<file path="src/rtl/icmp_iter.sv">
// Iterative chunked comparator: scans CW-bit chunks MSB-first and
// stops at the first differing chunk, behind valid/ready handshakes.
module icmp_iter #(
   parameter int BW = 32,
   parameter int CW = 8
) (
   input  logic                          clk,
   input  logic                          rst,
   input  logic                          in_valid,
   output logic                          in_ready,
   input  logic [BW-1:0]                 a,
   input  logic [BW-1:0]                 b,
   input  logic [3:0]                    op,
   output logic                          out_valid,
   input  logic                          out_ready,
   output logic                          result,
   output logic                          err,
   output logic [$clog2(BW/CW+1)-1:0]    scans
);

   localparam int N  = BW / CW;
   localparam int SW = $clog2(N + 1);
   localparam int IW = (N > 1) ? $clog2(N) : 1;

   localparam logic [1:0] IDLE = 2'd0;
   localparam logic [1:0] SCAN = 2'd1;
   localparam logic [1:0] DONE = 2'd2;

   localparam logic [CW-1:0] MSB = CW'(1) << (CW - 1);

   generate
      if ((CW < 1) || (BW % CW != 0)) begin : g_bad
         $error("icmp_iter: BW must be a non-zero multiple of CW");
      end
   endgenerate

   logic [1:0]    state;
   logic [BW-1:0] ra;
   logic [BW-1:0] rb;
   logic [3:0]    rop;
   logic [IW-1:0] idx;

   logic [CW-1:0] ach [N];
   logic [CW-1:0] bch [N];

   for (genvar i = 0; i < N; i++) begin : g_chunk
      assign ach[i] = ra[i*CW +: CW];
      assign bch[i] = rb[i*CW +: CW];
   end

   logic          sgn;
   logic          top;
   logic [CW-1:0] ca;
   logic [CW-1:0] cb;
   logic          diff;
   logic          last;
   logic          lt;
   logic          eq;
   logic          gt;
   logic          bad;
   logic          pred;
   logic [SW-1:0] cnt;

   // Signed order equals unsigned order once the sign bits are flipped.
   assign sgn  = (rop >= 4'd2) && (rop <= 4'd5);
   assign top  = (idx == IW'(N - 1));
   assign ca   = ach[idx] ^ ((sgn && top) ? MSB : '0);
   assign cb   = bch[idx] ^ ((sgn && top) ? MSB : '0);
   assign diff = (ca != cb);
   assign last = (idx == '0);
   assign lt   = diff && (ca < cb);
   assign eq   = !diff;
   assign gt   = !eq && !lt;
   assign bad  = (rop > 4'd9);
   assign cnt  = SW'(N) - SW'(idx);

   always_comb begin
      pred = 1'b0;
      unique case (1'b1)
         (rop == 4'd0):                 pred = eq;
         (rop == 4'd1):                 pred = !eq;
         (rop == 4'd2), (rop == 4'd6):  pred = lt;
         (rop == 4'd3), (rop == 4'd7):  pred = lt | eq;
         (rop == 4'd4), (rop == 4'd8):  pred = gt;
         (rop == 4'd5), (rop == 4'd9):  pred = !lt;
         default:                       pred = 1'b0;
      endcase
   end

   assign in_ready  = (state == IDLE);
   assign out_valid = (state == DONE);

   always_ff @(posedge clk or posedge rst) begin
      if (rst) begin
         state  <= IDLE;
         ra     <= '0;
         rb     <= '0;
         rop    <= '0;
         idx    <= '0;
         result <= 1'b0;
         err    <= 1'b0;
         scans  <= '0;
      end else begin
         case (state)
            IDLE: begin
               if (in_valid) begin
                  ra    <= a;
                  rb    <= b;
                  rop   <= op;
                  idx   <= IW'(N - 1);
                  state <= SCAN;
               end
            end
            SCAN: begin
               if (diff || last) begin
                  result <= pred && !bad;
                  err    <= bad;
                  scans  <= cnt;
                  state  <= DONE;
               end else begin
                  idx <= idx - 1'b1;
               end
            end
            DONE: begin
               if (out_ready) state <= IDLE;
            end
            default: state <= IDLE;
         endcase
      end
   end

endmodule

</file>
<file path="config.mk">
export PLATFORM = sky130hd
export DESIGN_NAME = icmp_iter
export DESIGN_NICKNAME = d
export VERILOG_FILES = /design/src/rtl/icmp_iter.sv
export SDC_FILE = /design/constraint.sdc
export NUM_CORES = 1
export LEC_CHECK = 0
export ABC_CLOCK_PERIOD_IN_PS = 3700
export CAP_MARGIN = 10
export CELL_PAD_IN_SITES_DETAIL_PLACEMENT = 0
export CELL_PAD_IN_SITES_GLOBAL_PLACEMENT = 1
export CORE_MARGIN = 2
export CORE_UTILIZATION = 41
export DETAILED_ROUTE_END_ITERATION = 7
export PLACE_DENSITY_LB_ADDON = 0.1
export SYNTH_ARGS = -nofsm -noshare
export SYNTH_HDL_FRONTEND = slang
export SYNTH_SLANG_ARGS = --single-unit
</file>
<file path="constraint.sdc">
create_clock -name clk -period 3.7 [get_ports clk]
set_input_delay 0.37 -clock clk [delete_from_list [all_inputs] [get_ports clk]]
set_output_delay 0.37 -clock clk [all_outputs]
set_load 0.01 [all_outputs]
</file>
==> qor.yml, run 1 <==
status:
  status: "completed"
global_route:
  track_usage_pct: 15.78
  grt_max_degree: 60
  grt_overflow: 0
  antenna_found_initial: 0
  grt_pass1_wl_um: 11930
  grt_pass1_vias: 2432
job:
  maxCapViolations: 0
placed_design:
  placed_cells: 433
  port_buffers: 78
  placed_cell_area_um2: 4553
  routabilityCongestion: 0.7838
  hpwl_um: 5237
layout:
  final_common_cell: "clkdlybuf4s50_1"
  drive_above_1_share_pct: 33.24
  fin_cells: 448
  fin_area_um2: 4718
  diodes: 0
  fillerInstances: 788
  final_cell_mix: "78 x clkdlybuf4s50_1, 77 x dfrtp_1, 68 x mux2_2"
  syn_to_final_growth_pct: 28.62
  nets: 418
floorplan:
  die_y_um: 98.59
  initial_core_util_pct: 42.27
  die_area_um2: 9720
  rows: 34
  core_area_um2: 8678
  ios: 79
  die_w_um: 98.59
cts:
  clock_path_buffers: 2
  cts_setup_buffers: 0
  cts.sinks: 77
  cts-hold-fix-buffers: 0
  cts_root_buf: "clkbuf_8"
  clk_pin_slew_worst_paths_ps: 70
  tritoncts: "built"
  cts_inserted_buffers: 9
  post_cts_resized: 0
  htreeDepth: 3
  insertion_delay_ps: 350
timing:
  clock_skew_ps: 10.36
  hold_viol_final: 0
  tns_ps: 0
  maxSlewViolCount: 0
  setup_viol_count_final: 0
  period_minus_slack_ps: 2628
  rsz0062_at_grt: "no"
  period_share_pct: 71.03
  holdWs_ps: 480.6
  timing.fmax_ghz: 0.3805
  maxSlewHeadroom_pct: 34.80
  worstMarginPinSlew_ps: 976.8
pwr:
  internal-power_w: 0.002384
  pwr-share-comb_pct: 41.4
  sw_frac_of_total_pct: 31.87
  power_w: 0.003500
  power_frac_seq_pct: 42.8
  p_per_area_nw_per_um2: 741.8
  leakage_nw: 1.970
  vdd_drop_max_v: 0.0003342
  switching_power_w: 0.001115
  clkPwrFrac_pct: 15.8
setup_path:
  cp_data_arrival_time_ps: 2890
  r2r_cells: 9
  critPathMaxFanout: 8
  start_kind: "flop"
  r2r_slack_ps: 1070
  end_kind: "flop"
  r2r-end: "idx[1]"
  critical_path_class: "flop to flop"
  cp.required_ps: 3960
  timing.rr.start: "idx[0]"
synthesis:
  ys_ff_latch: 77
  synth-seq-area-share_pct: 52.52
  yosys_warnings: 0
  synth_cells: 254
  synth.avg_cell_area_um2: 14.44
  synth_nets: 336
  syn-cell-area_um2: 3669
  synth_cell_types: 38
route:
  antenna_left: 0
  drt_iter0_markers: 56
  drc: 0
  routed_wirelength_um: 7038
  num_vias: 2322
  viasPerCell: 5.183
  dr.pass1.iters: 4
  post_drt_wl_per_cell_um: 15.71
hold_path:
  hold_path_end: "scans[1]"
  whs_path_depth: 2
  hold_path_startpoint: "scans[1]"
  worstHoldPathType: "flop to flop"
[metrics by stage]
step                utilization [%]  setup slack (ps)
finish                        54.37              1072
global placement              52.47              1116
CTS                           54.37              1049
detailed placement            52.47              1071
floorplan                         -              1105
global route                  54.37             852.4
[cell type report]
cell class	instances	area (µm²)	share of cell area, %
well taps	108	135.1	2.864
multi-input cells	153	1610	34.13
repair buffers	84	838.3	17.77
clock buffers	10	137.6	2.917
flip-flops and latches	77	1927	40.84
clock inverters	5	27.53	0.5834
inverters	11	42.54	0.9016
[flip-flops by register name (all words and copies together) (netlist names)]
register / cells
state: 2
result: 1
err: 1
idx: 2
rop: 4
scans: 3
rb: 32
ra: 32
[critical path, stage by stage, from the launching register on]
cell	delay, ps
dfrtp_1	380
buf_4	210
mux4_2	520
xor2_1	160
ha_1	340
and4_2	260
nand2_2	100
nor3b_2	330
nor3_1	80
a21oi_1	170
[worst max path at each step]
stage              to    from  slack (ps)  cells after the start
3_3_place_gp   idx[1]  idx[0]        1120                      9
2_1_floorplan  result  idx[0]        1100                      9
4_1_cts        idx[1]  idx[0]        1050                      9
6_report       idx[1]  idx[0]        1070                      9
3_5_place_dp   idx[1]  idx[0]        1070                      9
5_1_grt        idx[1]  idx[1]         850                      9
[kinds of logic (layout without fill, tap and decap cells)]
logic type      count (synthesis)  after routing  share of synthesized area [%]
mux                            84             84                          30.70
flops                          77             77                          52.52
simple gates                   33             33                          5.185
buf+inv                        24            110                          3.615
compound gates                 22             22                          3.616
fa+ha+maj                      10             10                          3.411
xor+xnor                        4              4                         0.9552
[synthesized netlist by cell type, drive strengths merged]
cell type  instances  area, µm²
a21boi             1      7.510
a21oi              5      25.02
a22o               1      8.760
a31oi              1      6.260
a41oi              1      8.760
and2               1      6.260
and2b              1      8.760
and4               2      18.77
buf               13      91.34
dfrtp             77       1927
ha                10      125.1
inv               11      41.29
mux2              68      765.7
mux4              16      360.4
nand2              9      36.29
nand2b             2      12.51
nand3              2      10.01
nand4              2      18.77
nor2               4      15.01
nor2b              1      6.260
nor3               5      25.02
nor3b              2      20.02
o211ai             1      7.510
o21a               1      7.510
o21ai              9      45.04
o2bb2ai            1      8.760
o31ai              1      7.510
or2                1      6.260
or3                1      6.260
xnor2              2      17.52
xor2               2      17.52
[power by group through the flow]
| stage | Sequential, W | Combinational [W] | Clock (W) |
|---|---|---|---|
| final | 0.00150 | 0.00145 | 0.000554 |
| after global routing | 0.00155 | 0.00160 | 0.000609 |
| after CTS | 0.00151 | 0.00147 | 0.000580 |
| after detailed placement | 0.00152 | 0.00146 | 0 |
| after global placement | 0.00152 | 0.00143 | 0 |
| after floorplan | 0.00142 | 0.00117 | 0 |
[routing by layer]
layer | global-route usage (%) | wire length [µm] | vias up
met1 | 20.10 | 3150 | 1178
li1 | - | - | 1089
met4 | 5.690 | 94 | 0
met2 | 26.11 | 3511 | 47
met3 | 4.184 | 282 | 8
met5 | 0 | 0 | -
(Power assumes the default switching activity.)
==> inputs of run 2 (changes only) <==
- ABC_CLOCK_PERIOD_IN_PS: 3700 -> 2540
- clock period: 3.7 -> 2.54 ns (I/O delays scaled with it)
==> run 2 against run 1 <==
Routed wire length shrank 1.9%. Register-to-register slack lost 1000 ps. Global-route usage shrank 0.52 points. Flip-flop and latch count is the same.
==> qor.yml, run 2 (synthesis results as in run 1) <==
layout:
  largestRegisters: "ra x32, rb x32, rop x4"  # unchanged
  drive_above_1_share_pct: 35.84  # was 33.24%
  diodes: 0  # unchanged
  nets: 423  # was 418
  final_common_cell: "clkdlybuf4s50_1"  # unchanged
  fillerInstances: 762  # was 788
  syn_to_final_growth_pct: 33.39  # was 28.62%
  final_cell_mix: "78 x clkdlybuf4s50_1, 77 x dfrtp_1, 68 x mux2_2"  # unchanged
floorplan:
  rows: 34  # unchanged
  core_area_um2: 8678  # unchanged
  die_y_um: 98.59  # unchanged
  die_area_um2: 9720  # unchanged
  die_w_um: 98.59  # unchanged
  initial_core_util_pct: 42.27  # unchanged
  ios: 79  # unchanged
timing:
  worstMarginPinSlew_ps: 536.7  # was 976.8 ps
  clock_skew_ps: 8.837  # was 10.36 ps
  period_minus_slack_ps: 2487  # was 2628 ps
  setup_viol_count_final: 0  # unchanged
  maxSlewViolCount: 0  # unchanged
  timing.fmax_ghz: 0.4021  # was 0.3805 GHz
  setup_ws_ps: 53.01  # was 1072 ps
  tns_ps: 0  # unchanged
  maxSlewHeadroom_pct: 64.22  # was 34.80%
  hold_viol_final: 0  # unchanged
  holdWs_ps: 322.9  # was 480.6 ps
  period_share_pct: 97.91  # was 71.03%
  rsz0062_at_grt: "yes"  # was no
cts:
  cts_inserted_buffers: 9  # unchanged
  insertion_delay_ps: 340  # was 350 ps
  clock_path_buffers: 2  # unchanged
  htreeDepth: 3  # unchanged
  cts_root_buf: "clkbuf_8"  # unchanged
  tritoncts: "built"  # unchanged
  cts.sinks: 77  # unchanged
  clk_pin_slew_worst_paths_ps: 80  # was 70 ps
pwr:
  internal-power_w: 0.003827  # was 0.002384 W
  pwr-share-comb_pct: 40.9  # was 41.4%
  leakage_nw: 2.047  # was 1.970 nW
  power_frac_seq_pct: 39.4  # was 42.8%
  sw_frac_of_total_pct: 30.23  # was 31.87%
  switching_power_w: 0.001658  # was 0.001115 W
  clkPwrFrac_pct: 19.8  # was 15.8%
  p_per_area_nw_per_um2: 1121  # was 741.8 nW/µm²
  vdd_drop_max_v: 0.0004997  # was 0.0003342 V
route:
  highest_layer: "met4"  # unchanged
  drt_iter0_markers: 76  # was 56
  drc: 0  # unchanged
  m1WireLength_um: 3030  # was 3150 µm
  viasPerCell: 5.059  # was 5.183
  dr_wl_met3_um: 303  # was 282 µm
  antenna_left: 0  # unchanged
  num_vias: 2297  # was 2322
  post_drt_wl_per_cell_um: 15.21  # was 15.71 µm
  routed_wirelength_um: 6905  # was 7038 µm
  dr.pass1.iters: 4  # unchanged
  met2_length_um: 3511  # unchanged
setup_path:
  cp_data_arrival_time_ps: 2750  # was 2890 ps
  critPathMaxFanout: 6  # was 8
  start_kind: "flop"  # unchanged
  critical_path_class: "flop to flop"  # unchanged
  end_kind: "flop"  # unchanged
  cp.required_ps: 2800  # was 3960 ps
placed_design:
  routabilityCongestion: 0.7412  # was 0.7838
  pre_cts_slack_ps: -54.60  # was 1071 ps
  port_buffers: 78  # unchanged
  hpwl_um: 5103  # was 5237 µm
status:
  status: "completed"  # unchanged
global_route:
  grt_pass1_vias: 2420  # was 2432
  track_usage_pct: 15.26  # was 15.78%
  antenna_found_initial: 0  # unchanged
  grt_overflow: 0  # unchanged
  grt_pass1_wl_um: 11680  # was 11930 µm
  grt_max_degree: 72  # was 60
job:
  maxCapViolations: 0  # unchanged
hold_path:
  worstHoldPathType: "primary input to async pin"  # was flop to flop
==> run 2: cell types whose count changed in the layout (fill, tap and decap cells not counted), sizes merged <==
| cell | change |
|---|---|
| buf | +5 |
| bufinv | +3 |
| clkinv | -2 |
==> run 2: final timing paths <==
kind | from | cells past startpoint | to | slack (ps)
hold / removal | rst | 3 | rb[26] | 320
setup / recovery | idx[0] | 9 | result | 50
setup reg to reg | idx[0] | 9 | result | 50
min in group clk | scans[0] | 2 | scans[0] | 480
max in group asynchronous | rst | 3 | ra[5] | 1790
hold reg to reg | scans[0] | 2 | scans[0] | 480
==> run 2: final cells by class <==
| type | count | area, µm² | share of cell area (%) |
|---|---|---|---|
| inverters | 11 | 42.54 | 0.8693 |
| flip-flops and latches | 77 | 1927 | 39.38 |
| multi-input cells | 153 | 1654 | 33.80 |
| clock inverters | 6 | 111.4 | 2.276 |
| well taps | 108 | 135.1 | 2.761 |
| clock buffers | 10 | 127.6 | 2.608 |
| repair buffers | 89 | 895.9 | 18.31 |
==> run 2: critical path, cell delays in order, from the launching register on <==
cell      delay (ps)
dfrtp_1          410
buf_6            150
buf_6            130
mux4_2           530
ha_4             290
nand4_1          150
or3_1            400
a21oi_2          120
o211ai_1          90
a31oi_1          140
==> run 2: power groups by stage <==
stage	registers, W	logic [W]	clock network (W)
3_5_place_dp	0.00219	0.00217	0
3_3_place_gp	0.00218	0.00213	0
2_1_floorplan	0.00207	0.00171	0
4_1_cts	0.00216	0.00220	0.00112
5_1_grt	0.00224	0.00247	0.00118
6_report	0.00216	0.00224	0.00108
==> run 2: timing repair <==
action	CTS	global route
setup buffers	0	2
hold buffers	0	0
resized for setup	3	8
endpoints found under the setup margin	2	8
pin swaps	2	4
==> run 2: stage by stage <==
step	utilization, %	power [W]	instances	instance area, µm²
after floorplan	-	0.003771	254	3671
after CTS	55.77	0.005476	452	4840
after detailed placement	52.87	0.004354	436	4588
after global routing	56.39	0.005890	454	4893
after global placement	52.87	0.004305	436	4588
final	56.39	0.005485	454	4893
==> run 2: routing by layer <==
| metal | track usage, % | up-vias |
|---|---|---|
| li1 | - | 1099 |
| met1 | 19.82 | 1143 |
| met2 | 24.86 | 50 |
| met3 | 5.177 | 5 |
| met4 | 3.793 | 0 |
| met5 | 0 | - |
